File: src/rtl/vga_pkg.sv
// Shared VGA timing package: default 640x480@60 constants, coordinate width
// and the line/frame total helpers used by the coordinate generator.
package vga_pkg;

  localparam int unsigned COORD_W   = 10;
  localparam int unsigned MAX_TOTAL = 1 << COORD_W;

  localparam int unsigned H_ACTIVE_DEF = 640;
  localparam int unsigned H_FP_DEF     = 16;
  localparam int unsigned H_SYNC_DEF   = 96;
  localparam int unsigned H_BP_DEF     = 48;

  localparam int unsigned V_ACTIVE_DEF = 480;
  localparam int unsigned V_FP_DEF     = 10;
  localparam int unsigned V_SYNC_DEF   = 2;
  localparam int unsigned V_BP_DEF     = 33;

  function automatic int unsigned h_total(input int unsigned active, input int unsigned fp,
                                          input int unsigned sync, input int unsigned bp);
    return active + fp + sync + bp;
  endfunction

  function automatic int unsigned v_total(input int unsigned active, input int unsigned fp,
                                          input int unsigned sync, input int unsigned bp);
    return active + fp + sync + bp;
  endfunction

endpackage

File: src/rtl/vga_pixel_div.sv
// Pixel clock-enable divider: one-clock pixel_tick every CLK_DIV system clocks,
// first tick in clock CLK_DIV-1 after reset release.
module vga_pixel_div #(
  parameter int unsigned CLK_DIV = 4
) (
  input  logic clk,
  input  logic reset,
  output logic pixel_tick
);

  localparam int unsigned     DIV_W    = (CLK_DIV > 1) ? $clog2(CLK_DIV) : 1;
  localparam logic [DIV_W-1:0] DIV_LAST = DIV_W'(CLK_DIV - 1);

  logic [DIV_W-1:0] div_cnt;

  if (CLK_DIV < 1) begin : g_bad_div
    $error("vga_pixel_div: CLK_DIV must be at least 1");
  end

  // NOTE: sequential state uses non-blocking assignments so every flop samples pre-edge values.
  always_ff @(posedge clk or negedge reset) begin
    if (!reset) begin
      div_cnt <= '0;
    end else if (div_cnt == DIV_LAST) begin
      div_cnt <= '0;
    end else begin
      div_cnt <= div_cnt + 1'b1;
    end
  end

  // Gated by reset so that CLK_DIV=1 (counter pinned at 0) still reads idle in reset.
  assign pixel_tick = reset && (div_cnt == DIV_LAST);

endmodule

File: src/rtl/vga_coord_gen.sv
// Parametrised VGA timing / pixel-coordinate generator with blanked, pin-aligned colour.
// Optional monitor-alignment border enabled by defining VGA_COORD_GEN_BORDER_EN.
module vga_coord_gen
  import vga_pkg::*;
#(
  parameter int unsigned H_ACTIVE = H_ACTIVE_DEF,
  parameter int unsigned H_FP     = H_FP_DEF,
  parameter int unsigned H_SYNC   = H_SYNC_DEF,
  parameter int unsigned H_BP     = H_BP_DEF,
  parameter int unsigned V_ACTIVE = V_ACTIVE_DEF,
  parameter int unsigned V_FP     = V_FP_DEF,
  parameter int unsigned V_SYNC   = V_SYNC_DEF,
  parameter int unsigned V_BP     = V_BP_DEF,
  parameter int unsigned CLK_DIV  = 4,
  parameter logic        SYNC_POL = 1'b0,
  parameter int unsigned COLOR_W  = 3
) (
  input  logic               clk,
  input  logic               reset,
  input  logic [COLOR_W-1:0] colors_in,
  output logic               pixel_tick,
  output logic [COORD_W-1:0] pixel_x,
  output logic [COORD_W-1:0] pixel_y,
  output logic               video_on,
  output logic               line_start,
  output logic               frame_start,
  output logic               h_sync,
  output logic               v_sync,
  output logic [COLOR_W-1:0] colors_out
);

  localparam int unsigned H_TOTAL = h_total(H_ACTIVE, H_FP, H_SYNC, H_BP);
  localparam int unsigned V_TOTAL = v_total(V_ACTIVE, V_FP, V_SYNC, V_BP);

  localparam logic [COORD_W-1:0] X_LAST     = COORD_W'(H_TOTAL - 1);
  localparam logic [COORD_W-1:0] Y_LAST     = COORD_W'(V_TOTAL - 1);
  localparam logic [COORD_W-1:0] X_ACT      = COORD_W'(H_ACTIVE);
  localparam logic [COORD_W-1:0] Y_ACT      = COORD_W'(V_ACTIVE);
  localparam logic [COORD_W-1:0] HS_FIRST   = COORD_W'(H_ACTIVE + H_FP);
  localparam logic [COORD_W-1:0] HS_LAST    = COORD_W'(H_ACTIVE + H_FP + H_SYNC - 1);
  localparam logic [COORD_W-1:0] VS_FIRST   = COORD_W'(V_ACTIVE + V_FP);
  localparam logic [COORD_W-1:0] VS_LAST    = COORD_W'(V_ACTIVE + V_FP + V_SYNC - 1);

  if (H_TOTAL > MAX_TOTAL || V_TOTAL > MAX_TOTAL) begin : g_bad_total
    $error("vga_coord_gen: H_TOTAL and V_TOTAL must not exceed 1024");
  end

  logic               x_wrap;
  logic               y_wrap;
  logic               hs_raw;
  logic               vs_raw;
  logic [COLOR_W-1:0] color_next;

  vga_pixel_div #(
    .CLK_DIV (CLK_DIV)
  ) u_pixel_div (
    .clk        (clk),
    .reset      (reset),
    .pixel_tick (pixel_tick)
  );

  assign x_wrap   = (pixel_x == X_LAST);
  assign y_wrap   = (pixel_y == Y_LAST);
  assign video_on = (pixel_x < X_ACT) && (pixel_y < Y_ACT);
  assign hs_raw   = (pixel_x >= HS_FIRST) && (pixel_x <= HS_LAST);
  assign vs_raw   = (pixel_y >= VS_FIRST) && (pixel_y <= VS_LAST);

  // Strobes are registered so they coincide with the wrapped counter value.
  always_ff @(posedge clk or negedge reset) begin
    if (!reset) begin
      pixel_x     <= '0;
      pixel_y     <= '0;
      line_start  <= 1'b0;
      frame_start <= 1'b0;
    end else begin
      line_start  <= pixel_tick && x_wrap;
      frame_start <= pixel_tick && x_wrap && y_wrap;
      if (pixel_tick) begin
        if (x_wrap) begin
          pixel_x <= '0;
          pixel_y <= y_wrap ? '0 : pixel_y + 1'b1;
        end else begin
          pixel_x <= pixel_x + 1'b1;
        end
      end
    end
  end

  // NOTE: default assigned first so every path writes color_next and no latch is inferred.
  always_comb begin
    color_next = video_on ? colors_in : '0;
`ifdef VGA_COORD_GEN_BORDER_EN
    if (video_on && (pixel_x == '0 || pixel_x == X_ACT - 1'b1 ||
                     pixel_y == '0 || pixel_y == Y_ACT - 1'b1)) begin
      color_next = '1;
    end
`endif
  end

  // Colour and both syncs share one tick register so they stay mutually aligned at the pins.
  always_ff @(posedge clk or negedge reset) begin
    if (!reset) begin
      colors_out <= '0;
      h_sync     <= ~SYNC_POL;
      v_sync     <= ~SYNC_POL;
    end else if (pixel_tick) begin
      colors_out <= color_next;
      h_sync     <= hs_raw ? SYNC_POL : ~SYNC_POL;
      v_sync     <= vs_raw ? SYNC_POL : ~SYNC_POL;
    end
  end

endmodule

File: config.mk
export PLATFORM = sky130hd
export DESIGN_NAME = vga_coord_gen
export DESIGN_NICKNAME = d
export VERILOG_FILES = /design/src/rtl/vga_pkg.sv /design/src/rtl/vga_pixel_div.sv /design/src/rtl/vga_coord_gen.sv
export SDC_FILE = /design/constraint.sdc
export NUM_CORES = 1
export LEC_CHECK = 0
export CORE_ASPECT_RATIO = 1.75
export CORE_UTILIZATION = 53
export CTS_CLUSTER_DIAMETER = 40
export DETAILED_ROUTE_END_ITERATION = 10
export GPL_TIMING_DRIVEN = 1
export PLACE_DENSITY = 0.83
export SYNTH_ARGS = -nofsm -noshare
export SYNTH_HDL_FRONTEND = slang
export SYNTH_SLANG_ARGS = --single-unit
File: constraint.sdc
create_clock -name clk -period 4.14 [get_ports clk]
set_input_delay 0.828 -clock clk [delete_from_list [all_inputs] [get_ports clk]]
set_output_delay 0.828 -clock clk [all_outputs]
set_load 0.01 [all_outputs]
==> results.md, run 1 <==
- Share of the synthesized area in the top cell type: 45.5%
- Net count after synthesis: 157
- Final setup violation count: 0
- Pin count of the biggest net entering global routing: 33
- Share of the clock period used by the worst path: 77.3%
- Area growth, synth to finish: 31.1%
- Clock root buffer: sky130_fd_sc_hd__clkbuf_8
- Largest voltage drop on the vdd net: 511 µV
- Max stage delay on crit path: 0.55 ns
- Maximum number of buffers from clock root to sink: 2
- Chip Height: 72.0 µm
- Count of cells along the worst register-to-register path: 5
- Relative slew margins: 74.3%
- Top area cells in the synthesized netlist: sky130_fd_sc_hd__dfrtp_1 (46%), sky130_fd_sc_hd__xnor2_1 (5.3%), sky130_fd_sc_hd__nand2_1 (4.6%)
- Maximum level of the CTS H-tree: 2
- Global-route wire length before repair: 5.36 mm
- Die outline area: 3020 µm²
- Number of clock sinks: 29
- Ys Warns: 0
- Number of synthesized flops with an enable pin: 0
- Max-Cap Viols: 0
- Via-per-instance ratio: 5.82
- Initial antenna violation count: 0
- Upper clock frequency limit: 312 MHz
- Hold_buf cts: 0
- Half-perimeter wire length after detailed placement: 2.41 mm
- Power density over cell area: 377 nW/µm²
- Run status: complete, no violations
- Clk Latency, worst-skew pair: 0.29 ns
- Worst flop-to-flop path endpoint: pixel_y[2]
- Number of flip-flops and latches in the synthesized netlist: 29
- Sequential share of the synthesized area: 49.1%
- Layout cell share with drive strength beyond 1: 10.3%
- Arrival time of the worst setup path: 2.37 ns
- Post-DRT Antenna Nets: 0
- Transition time at the pin with the least slew margin: 0.383 ns
- Dominant synthesized flop cell: sky130_fd_sc_hd__dfrtp_1
- Setup Skew: 0.00568 ns
- Total GRT Usage: 24.2%
- Total Routed Length: 3.21 mm
- Ports placed on the boundary: 34
- Standard cell with the maximum stage delay on the critical path: sky130_fd_sc_hd__clkdlybuf4s50_1
- Residual DRC: 0
- TritonCTS clock tree: built
- Cells along the critical path: clkdlybuf4s50_1 -> nand2_1 -> clkinv_1 -> clkdlybuf4s50_1
- Detailed-route via count: 1234
- Required time of the worst setup path: 3.31 ns
- Minimum clock period after layout: 3.20 ns
- Count of mapped cells out of synthesis: 147
- Element type at the critical path end: output port
- RR Startpoint: u_pixel_div.div_cnt[0]
- Hold/Removal Path Class: reg2reg
- End point of the critical path: pixel_tick
- Std-Cell Rows: 25
- PortBufs: 33
- Top cells by instance count after synthesis: sky130_fd_sc_hd__dfrtp_1 (27), sky130_fd_sc_hd__nand2_1 (18), sky130_fd_sc_hd__nand3_1 (10)
- CP Class: in2out
- Mapped Area: 1480 µm²
- Setup repair after global routing missed its margin: no
- Final slew viol count: 0
- Most frequent cell after synthesis: sky130_fd_sc_hd__dfrtp_1
- Antenna diode instance count: 0
- Buffer count from post-CTS setup fixing: 0
- Post-layout net count: 194
- Total negative setup slack: 0 ns
- Critical path's most frequent cell: sky130_fd_sc_hd__clkdlybuf4s50_1
- Core box area: 2690 µm²
- Share of synthesized registers carrying an async set or reset: 100%
- Per-cell routed wire length: 15.1 µm
- Startpoint Class: primary input
- Number of fill cells in the layout: 206
- Largest area contributor in the netlist: sky130_fd_sc_hd__dfrtp_1
- Number of CTS-inserted buffers: 5
- Launch point of the critical path: reset
- Count of TritonRoute iterations in the first routing pass: 4
- Die Wd: 42 µm
- Number of distinct library cells after synthesis: 39
- Static Leakage: 0.859 nW
- Count of endpoints failing hold in the final timing report: 0
- Routability Congestion: 0.849
- Number of gates resized after CTS: 0
- Total Power: 0.733 mW
- Iteration-0 DRC Markers: 35
- Hold_ws: 0.433 ns
- Maximum net fanout on the critical path: 11
- Total overflow reported by the global router: 0
- Mean area per synthesized cell: 10.1 µm²
- Starting density of the core: 55.2%
- Vias in the first global route: 1191
- Clock transition at the registers of the reported paths: 0.06 ns
- Reg-to-reg slack, setup: 2.19 ns
[cells in the final DEF (no fill, tap or decap), types with 2 or more instances in the layout]
cell type and n:
sky130_fd_sc_hd__clkdlybuf4s50_1 33, sky130_fd_sc_hd__a21o_1 2, sky130_fd_sc_hd__xor2_1 3, sky130_fd_sc_hd__nor4_1 2, sky130_fd_sc_hd__o21ai_0 8, sky130_fd_sc_hd__dfstp_2 2
sky130_fd_sc_hd__mux2i_1 2, sky130_fd_sc_hd__xnor2_1 9, sky130_fd_sc_hd__nor3_1 7, sky130_fd_sc_hd__and3_1 2, sky130_fd_sc_hd__ha_1 5, sky130_fd_sc_hd__clkbuf_8 6
sky130_fd_sc_hd__inv_1 9, sky130_fd_sc_hd__nand2_1 18, sky130_fd_sc_hd__nor2_1 8, sky130_fd_sc_hd__nand4_1 9, sky130_fd_sc_hd__nand3_1 10, sky130_fd_sc_hd__dfrtp_1 27
[power by group]
group | internal, mW | switching (mW) | total [mW]
registers | 0.305 | 0.0325 | 0.337
logic | 0.0543 | 0.0425 | 0.0968
clock network | 0.196 | 0.103 | 0.299
total | 0.555 | 0.178 | 0.733
[kinds of logic (layout without fill, tap and decap cells)]
group / Yosys count / count (layout) / synth area share [%]
xor gates and xnor gates: 12 / 12 / 7.08
DFF: 29 / 29 / 49.1
buffers and inverters: 15 / 53 / 4.89
AOI/OAI and AO/OA: 15 / 15 / 6.32
adders and majority gates: 5 / 5 / 4.22
muxes: 2 / 2 / 1.35
and+or+nand+nor: 69 / 69 / 27.1
[area by class of cell]
| type | count | area [µm²] | share of cell area [%] |
|---|---|---|---|
| Sequential cell | 29 | 728 | 37.4 |
| Multi-Input combinational cell | 103 | 683 | 35.1 |
| Timing Repair Buffer | 34 | 338 | 17.4 |
| Clock buffer | 7 | 86.3 | 4.44 |
| Inverter | 11 | 46.3 | 2.38 |
| Tap cell | 27 | 33.8 | 1.74 |
| Clock inverter | 1 | 30.0 | 1.54 |
[sequential cells by signal, summed over array words and instances (netlist names)]
| name | flops |
|---|---|
| colors_out | 3 |
| v_sync | 1 |
| pixel_y | 10 |
| pixel_x | 10 |
| frame_start | 1 |
| u_pixel_div.div_cnt | 2 |
| line_start | 1 |
| h_sync | 1 |
[critical path: cells and delay by family]
| family | cells | cell delay (ns) |
|---|---|---|
| buffers and inverters | 3 | 1.26 |
| and+or+nand+nor | 1 | 0.28 |
[layer usage]
layer	part of all wire (%)	GRT usage, %
met1	37	25.9
met2	54	41.5
met3	5.7	6.97
met4	3.0	14.7
met5	0	0
[stage by stage]
stage	instances	worst slack (ns)	util, %	cell area [µm²]
global placement	204	1.01	68.0	1830
floorplan	147	2.05	-	1480
finish	212	0.940	72.3	1950
detailed placement	204	0.938	68.0	1830
CTS	212	0.932	72.3	1950
global route	212	0.788	72.3	1950
[worst min path at each step]
stage                                       from                     end  cells after the start
after floorplan           u_pixel_div.div_cnt[0]  u_pixel_div.div_cnt[0]                      1
after global placement    u_pixel_div.div_cnt[0]  u_pixel_div.div_cnt[0]                      1
after detailed placement  u_pixel_div.div_cnt[0]  u_pixel_div.div_cnt[0]                      1
after CTS                 u_pixel_div.div_cnt[0]  u_pixel_div.div_cnt[0]                      1
after global routing      u_pixel_div.div_cnt[0]  u_pixel_div.div_cnt[0]                      1
final                     u_pixel_div.div_cnt[0]  u_pixel_div.div_cnt[0]                      1
No activity file was read; power rests on OpenSTA's default activity.
==> inputs of run 2 (changes only) <==
Settings changed: CORE_UTILIZATION 53 to 49, PLACE_DENSITY 0.83 to 0.77.
Clock period 4.14 ns to 3.36 ns, I/O delays scaled along.
==> run 2 against run 1 <==
  * The flow now finishes with violations (DRC)
  * Cell count is 0.94% higher
  * First-iteration DRC count down 2.9%
  * Critical path type unchanged
  * Largest cell class unchanged
  * Flip-flop and latch count unchanged
  * Largest power group unchanged
  * Sequential power grew 24%
  * Via count shrank 1.5%
  * Sequential share of layout area rose by 0.12 points
  * Clock-buffer cell count unchanged
==> results.md, run 2 (same netlist as run 1, synthesis figures left out) <==
- TritonCTS clock tree: built
- Half-perimeter wire length after detailed placement: 2.51 mm
- Utilization after layout: 67.0%
- Buffer count from post-CTS setup fixing: 0
- Total negative setup slack: 0 ns
- Standard cell with the maximum stage delay on the critical path: sky130_fd_sc_hd__clkdlybuf4s50_1
- Post-layout net count: 195
- Via-per-instance ratio: 5.68
- Core box area: 2900 µm²
- Final slew viol count: 0
- Post-DRT Antenna Nets: 0
- Area growth, synth to finish: 30.7%
- Antenna diode instance count: 0
- Iteration-0 DRC Markers: 34
- Inst Count DP: 206
- Total net switching power: 0.222 mW
- Total Power: 0.848 mW
- Residual DRC: 2
- Routability Congestion: 0.862
- Total Routed Length: 3.39 mm
- Total GRT Usage: 23.4%
- Startpoint Class: primary input
- Initial antenna violation count: 0
- Largest voltage drop on the vdd net: 311 µV
- Leading cell types in the layout, fill and taps excluded: sky130_fd_sc_hd__clkdlybuf4s50_1 (33), sky130_fd_sc_hd__dfrtp_1 (27), sky130_fd_sc_hd__nand2_1 (18)
- Hold_ws: 0.434 ns
- CP Class: in2out
- Max-Cap Viols: 0
- Hold_buf cts: 0
- Upper clock frequency limit: 373 MHz
- Post-placement cell area: 1840 µm²
- Pin count of the biggest net entering global routing: 33
- Violations in the final reports: DRC
- Count of cells along the worst register-to-register path: 6
- Logic pwr share: 13.9%
- Sequential share of power: 49.3%
- Setup Skew: 0.00578 ns
- Critical path's most frequent cell: sky130_fd_sc_hd__clkdlybuf4s50_1
- Vias in the first global route: 1235
- Chip Height: 74.8 µm
- Relative slew margins: 74.8%
- Maximum net fanout on the critical path: 8
- Clock share of power: 36.8%
- Number of gates resized after CTS: 0
- Count of endpoints failing hold in the final timing report: 0
- Maximum level of the CTS H-tree: 2
- Most common library cell in the layout ignoring fill and taps: sky130_fd_sc_hd__clkdlybuf4s50_1
- Final setup violation count: 0
- Arrival time of the worst setup path: 2.01 ns
- Cells along the critical path: clkdlybuf4s50_1 -> nand2_1 -> clkinv_1 -> clkdlybuf4s50_1
- Clock transition at the registers of the reported paths: 0.06 ns
- Element type at the critical path end: output port
- Power density over cell area: 437 nW/µm²
- Static Leakage: 0.859 nW
- Ports placed on the boundary: 34
- Post-Place Setup Slack: 0.718 ns
- Share of the clock period used by the worst path: 79.9%
- Minimum clock period after layout: 2.68 ns
- Hold/Removal Path Class: reg2reg
- Clock root buffer: sky130_fd_sc_hd__clkbuf_8
- Layout cell share with drive strength beyond 1: 11.3%
- Post-Layout Cell Count: 214
- Count of TritonRoute iterations in the first routing pass: 7
- Total overflow reported by the global router: 0
- Max stage delay on crit path: 0.57 ns
- Number of clock sinks: 29
- Setup repair after global routing missed its margin: no
- Std-Cell Rows: 26
- Global-route wire length before repair: 5.62 mm
- Total internal power: 0.626 mW
- Starting density of the core: 51.3%
- Die Wd: 43.6 µm
- Clk Latency, worst-skew pair: 0.28 ns
- Die outline area: 3260 µm²
- Number of CTS-inserted buffers: 5
- WHS Path Cells: 1
- Reg-to-reg slack, setup: 1.48 ns
- PortBufs: 33
- Net switching share of the total power: 26.2%
- Detailed-route via count: 1215
- Design area: 1940 µm²
- Per-cell routed wire length: 15.8 µm
- Run status: finished, violations left
- Required time of the worst setup path: 2.69 ns
- Largest registers: pixel_x x10, pixel_y x10, colors_out x3
- Final worst-path setup slack: 0.676 ns
- Transition time at the pin with the least slew margin: 0.374 ns
- Maximum number of buffers from clock root to sink: 2
==> run 2: cell types whose count changed in the layout (fill, tap and decap cells not counted), sizes merged <==
cell    previous run  this run
clkinv             2         3
bufinv             1         0
buf                1         2
==> run 2: final timing paths <==
check	from	end
setup reg to reg	u_pixel_div.div_cnt[0]	pixel_y[2]
setup / recovery	reset	pixel_tick
hold reg to reg	u_pixel_div.div_cnt[0]	u_pixel_div.div_cnt[0]
hold / removal	u_pixel_div.div_cnt[0]	u_pixel_div.div_cnt[0]
max in group asynchronous	reset	h_sync
min in group asynchronous	reset	pixel_x[6]
==> run 2: worst max-delay path: cells and delay by family <==
family / cells / cell delay [ns]
and+or+nand+nor: 1 / 0.10
buffers and inverters: 3 / 1.25
==> run 2: power groups by stage <==
stage / clock, mW / sequential, mW / combinational (mW)
CTS: 0.318 / 0.417 / 0.120
global placement: 0 / 0.421 / 0.116
floorplan: 0 / 0.414 / 0.0547
global route: 0.332 / 0.423 / 0.129
finish: 0.312 / 0.418 / 0.118
detailed placement: 0 / 0.423 / 0.119
==> run 2: layout make-up <==
class | count | area (µm²)
Clock inverter | 1 | 5.00
Multi-Input combinational cell | 103 | 683
Fill cell | 225 | 956
Inverter | 11 | 46.3
Sequential cell | 29 | 728
Clock buffer | 7 | 96.3
Tap cell | 28 | 35.0
Timing Repair Buffer | 35 | 345
==> run 2: layer usage <==
metal / up-vias / track usage (%) / share of wire [%]
met3: 7 / 5.04 / 4.1
met4: 0 / 11.8 / 2.3
met1: 590 / 25.3 / 39
li1: 584 / - / -
met2: 34 / 42.0 / 55
met5: - / 0 / 0
